--- config.mk ---
export PLATFORM = sky130hd
export DESIGN_NAME = intr_gateway
export DESIGN_NICKNAME = d
export VERILOG_FILES = /design/src/rtl/intr_gateway.sv
export SDC_FILE = /design/constraint.sdc
export NUM_CORES = 1
export LEC_CHECK = 0
export ABC_CLOCK_PERIOD_IN_PS = 870
export CAP_MARGIN = 10
export CORE_AREA = 5 5 42 44
export CTS_CLUSTER_DIAMETER = 200
export DETAILED_ROUTE_END_ITERATION = 16
export DIE_AREA = 0 0 47 49
export GPL_TIMING_DRIVEN = 0
export PLACE_DENSITY = 0.44
export SYNTH_ARGS = -nofsm -noshare
export SYNTH_HDL_FRONTEND = slang
export SYNTH_SLANG_ARGS = --single-unit
--- constraint.sdc ---
create_clock -name clk_i -period 0.87 [get_ports clk_i]
set_input_delay 0.174 -clock clk_i [delete_from_list [all_inputs] [get_ports clk_i]]
set_output_delay 0.174 -clock clk_i [all_outputs]
set_load 0.02 [all_outputs]
--- src/rtl/intr_gateway.sv ---
// Per-source interrupt gateway: IDLE/PENDING/CLAIMED FSM per source with level or edge capture.
// Define INTR_GATEWAY_EDGE_EN to add the le_i port, edge detection and one deferred edge per source.
module intr_gateway #(
  parameter int N = 1
) (
  input  logic         clk_i,
  input  logic         rst_ni,
  input  logic [N-1:0] src_i,
`ifdef INTR_GATEWAY_EDGE_EN
  input  logic [N-1:0] le_i,
`endif
  input  logic [N-1:0] claim_i,
  input  logic [N-1:0] complete_i,
  output logic [N-1:0] ip_o,
  output logic [N-1:0] busy_o,
  output logic         irq_o
);

  typedef enum logic [1:0] {
    S_IDLE    = 2'd0,
    S_PENDING = 2'd1,
    S_CLAIMED = 2'd2
  } state_t;

  state_t       r_state [N];
  logic [N-1:0] r_ip;
  logic [N-1:0] r_busy;
  logic [N-1:0] w_req;
  logic [N-1:0] w_rearm;

`ifdef INTR_GATEWAY_EDGE_EN
  logic [N-1:0] r_src_q;
  logic [N-1:0] r_deferred;
  logic [N-1:0] w_edge;

  assign w_edge  = le_i & src_i & ~r_src_q;
  assign w_req   = w_edge | (~le_i & src_i);
  // An edge coincident with completion counts as deferred.
  assign w_rearm = r_deferred | w_edge;

  always_ff @(posedge clk_i or negedge rst_ni) begin
    if (!rst_ni) begin
      r_src_q    <= '0;
      r_deferred <= '0;
    end else begin
      r_src_q <= src_i;
      for (int i = 0; i < N; i++) begin
        if (r_state[i] == S_CLAIMED) begin
          if (complete_i[i]) begin
            r_deferred[i] <= 1'b0;
          end else if (w_edge[i]) begin
            r_deferred[i] <= 1'b1;
          end
        end
      end
    end
  end
`else
  assign w_req   = src_i;
  assign w_rearm = '0;
`endif

  always_ff @(posedge clk_i or negedge rst_ni) begin
    if (!rst_ni) begin
      for (int i = 0; i < N; i++) begin
        r_state[i] <= S_IDLE;
      end
      r_ip   <= '0;
      r_busy <= '0;
    end else begin
      for (int i = 0; i < N; i++) begin
        case (r_state[i])
          S_IDLE: begin
            if (w_req[i]) begin
              r_state[i] <= S_PENDING;
              r_ip[i]    <= 1'b1;
            end
          end
          S_PENDING: begin
            // Claim wins over a simultaneous complete; later edges merge here.
            if (claim_i[i]) begin
              r_state[i] <= S_CLAIMED;
              r_ip[i]    <= 1'b0;
              r_busy[i]  <= 1'b1;
            end
          end
          S_CLAIMED: begin
            if (complete_i[i]) begin
              r_busy[i] <= 1'b0;
              if (w_rearm[i]) begin
                r_state[i] <= S_PENDING;
                r_ip[i]    <= 1'b1;
              end else begin
                r_state[i] <= S_IDLE;
              end
            end
          end
          default: begin
            r_state[i] <= S_IDLE;
            r_ip[i]    <= 1'b0;
            r_busy[i]  <= 1'b0;
          end
        endcase
      end
    end
  end

  assign ip_o   = r_ip;
  assign busy_o = r_busy;
  assign irq_o  = |r_ip;

endmodule

==> impl_metrics.ini, run 1 <==
[timing]
setup_ws_ns = -0.169
rsz0062_at_grt = yes
hold_viol_final = 0
fin_crit_sh = 1.19
fmax_ghz = 0.963
drv_slew = 0
period_minus_slack_ns = 1.04
fin_worst_skew_ns = 0.00127
setup_viol = 3
relSlewSlack = 0.849
worst_pin_slew_ns = 0.225

[route]
num_vias = 165
first_pass_iters = 2
post_drt_via_cell_ratio = 3.67
drc_errors = 0
postRouteWirelength_um = 423
drtIter0Drc = 1
ant_nets = 0
wl_per_cell_um = 9.40

[global_route]
antenna_found_initial = 0
grt_pass1_vias = 181
track_usage = 0.0488
overflow = 0
grt_max_degree = 7
grt_first_pass_wirelength_um = 696

[status]
violations = negative setup slack
status = finished, violations left

[setup_path]
r2r_start = ip_o
cp_max_fo = 3
regToRegSetupSlack_ns = 0.04
worstPathRequired_ns = 0.70
criticalPathCategory = register to output port
cp-start-kind = register
cp.arrival_ns = 0.86
worstRegToRegCells = 3
cp-end-kind = output port
r2r-end = ip_o

[clock_network]
cts_buffers = 3
htree_levels = 1
cts-hold-fix-buffers = 0
insertion_delay_ns = 0.24
cts_root_buf = clkbuf_4
cts.clk_slew.worst_paths_ns = 0.04
clock_sinks = 4
cts_tree = built
cts.path.max_buffers = 2

[cells_and_area]
fin_area_sq_um = 299
stdcell_count = 45
drive_gt1_frac = 0.310
layout.nets = 36
syn_to_final_growth_pct = 71.9
diodes = 0
utilization = 0.213

[min_path]
min_path_type = primary input to asynchronous set/reset pin

[placement]
placedInstanceArea_sq_um = 264
hpwl_um = 300
dp.cells = 41
dpl_worst_slack_ns = -0.383
gp_congestion = 0.666
io_buffers = 7

[yosys]
synth.net_count = 23
synth_top_area_share = 0.576
synth_area_leaders = dfrtp_1, a21oi_1, mux2i_1
ys_warn_count = 0
synth_area_sq_um = 174
ys_types = 10
synth_cells = 18
ys_ff_latch = 4
synth_seq_area_share = 0.576
avgSynthCellArea_sq_um = 9.66
yosysTopAreaCell = dfrtp_1

[job]
cap_viol_max_count = 0

[floorplanning]
die_x_um = 47
dieArea_sq_um = 2300
die-height_um = 49
ios = 8
rows = 14
initial_core_util = 0.124
core-area_sq_um = 1400

[power]
p_leak_nw = 0.141
fin_total_pwr_mw = 0.974
ir_drop_v = 0.000865
powerDensity_nw_per_um2 = 3260
==> layout by cell type, fill, tap and decap left out <==
cell             instances
nand3_1                  2
dfrtp_2                  1
dfrtp_1                  3
o21ai_0                  2
buf_4                    1
clkbuf_4                 3
nand2_1                  1
a21oi_1                  2
dlymetal6s2s_1           1
o31ai_1                  1
nor2_1                   2
clkdlybuf4s50_1          3
mux2i_1                  1
inv_1                    2
buf_6                    3
buf_2                    1
==> power by group <==
group	switching (mW)	internal, mW	total, mW
Sequential	0.0708	0.258	0.329
Clock	0.0833	0.155	0.238
Combinational	0.187	0.220	0.407
==> cell families after synthesis <==
kind of cell | share of synthesized area
buffers and inverters | 0.0864
DFF | 0.576
muxes | 0.0576
AOI/OAI and AO/OA | 0.158
and+or+nand+nor | 0.122
==> metal layers <==
metal	vias to the layer above	routed length, um	global-route usage
met1	70	213	0.0601
met2	10	133	0.0385
met3	2	67	0.0590
li1	83	-	-
met4	0	9	0.0415
met5	-	0	0
==> critical path, cell delays in order (launching register included) <==
cell and delay (ns):
dfrtp_1 0.39, buf_6 0.12, buf_6 0.12
==> sequential cells by signal, indices dropped and copies added, names as in the netlist <==
name,count
busy_o,1
ip_o,1
r_state,2
==> what timing repair did <==
item | in CTS | in global routing
buffers inserted | 1 | 0
endpoints found under the hold margin | 0 | 0
endpoints found under the setup margin | 3 | 5
gates resized for setup | 17 | 2
==> how the worst max path moves through the flow <==
stage	from	endpoint	slack (ns)	cells past startpoint
floorplan	ip_o	irq_o	0.05	1
global placement	ip_o	irq_o	-0.36	2
detailed placement	ip_o	irq_o	-0.38	2
CTS	ip_o	irq_o	-0.17	2
global route	ip_o	irq_o	-0.20	2
finish	ip_o	irq_o	-0.17	2
==> stage by stage <==
step           hold slack [ns]  TNS [ns]
6_report                 0.138    -0.347
5_1_grt                  0.149    -0.442
4_1_cts                  0.142    -0.350
3_5_place_dp             0.393     -1.41
3_3_place_gp             0.386     -1.36
2_1_floorplan           -0.122         0
==> synthesized netlist by cell type <==
master and number:
dfrtp_1 4, a21oi_1 2, inv_1 2, nand3_1 2, nor2_1 2, o21ai_0 2, buf_4 1, mux2i_1 1
nand2_1 1, o31ai_1 1
==> layout make-up <==
cell class              instances  area, sq um
plain buffers                   1         11.3
clock buffers                   3         22.5
fillers                       162         1100
inverters                       2         7.51
multi-input cells              11         58.8
flip-flops and latches          4          101
well taps                      16         20.0
repair buffers                  8         77.6
No activity file was read; power rests on OpenSTA's default activity.
==> inputs of run 2 (changes only) <==
GPL_ROUTABILITY_DRIVEN = 0   (was default)
==> results of run 2 <==
Final layout, timing and power as in run 1 (identical DEF).
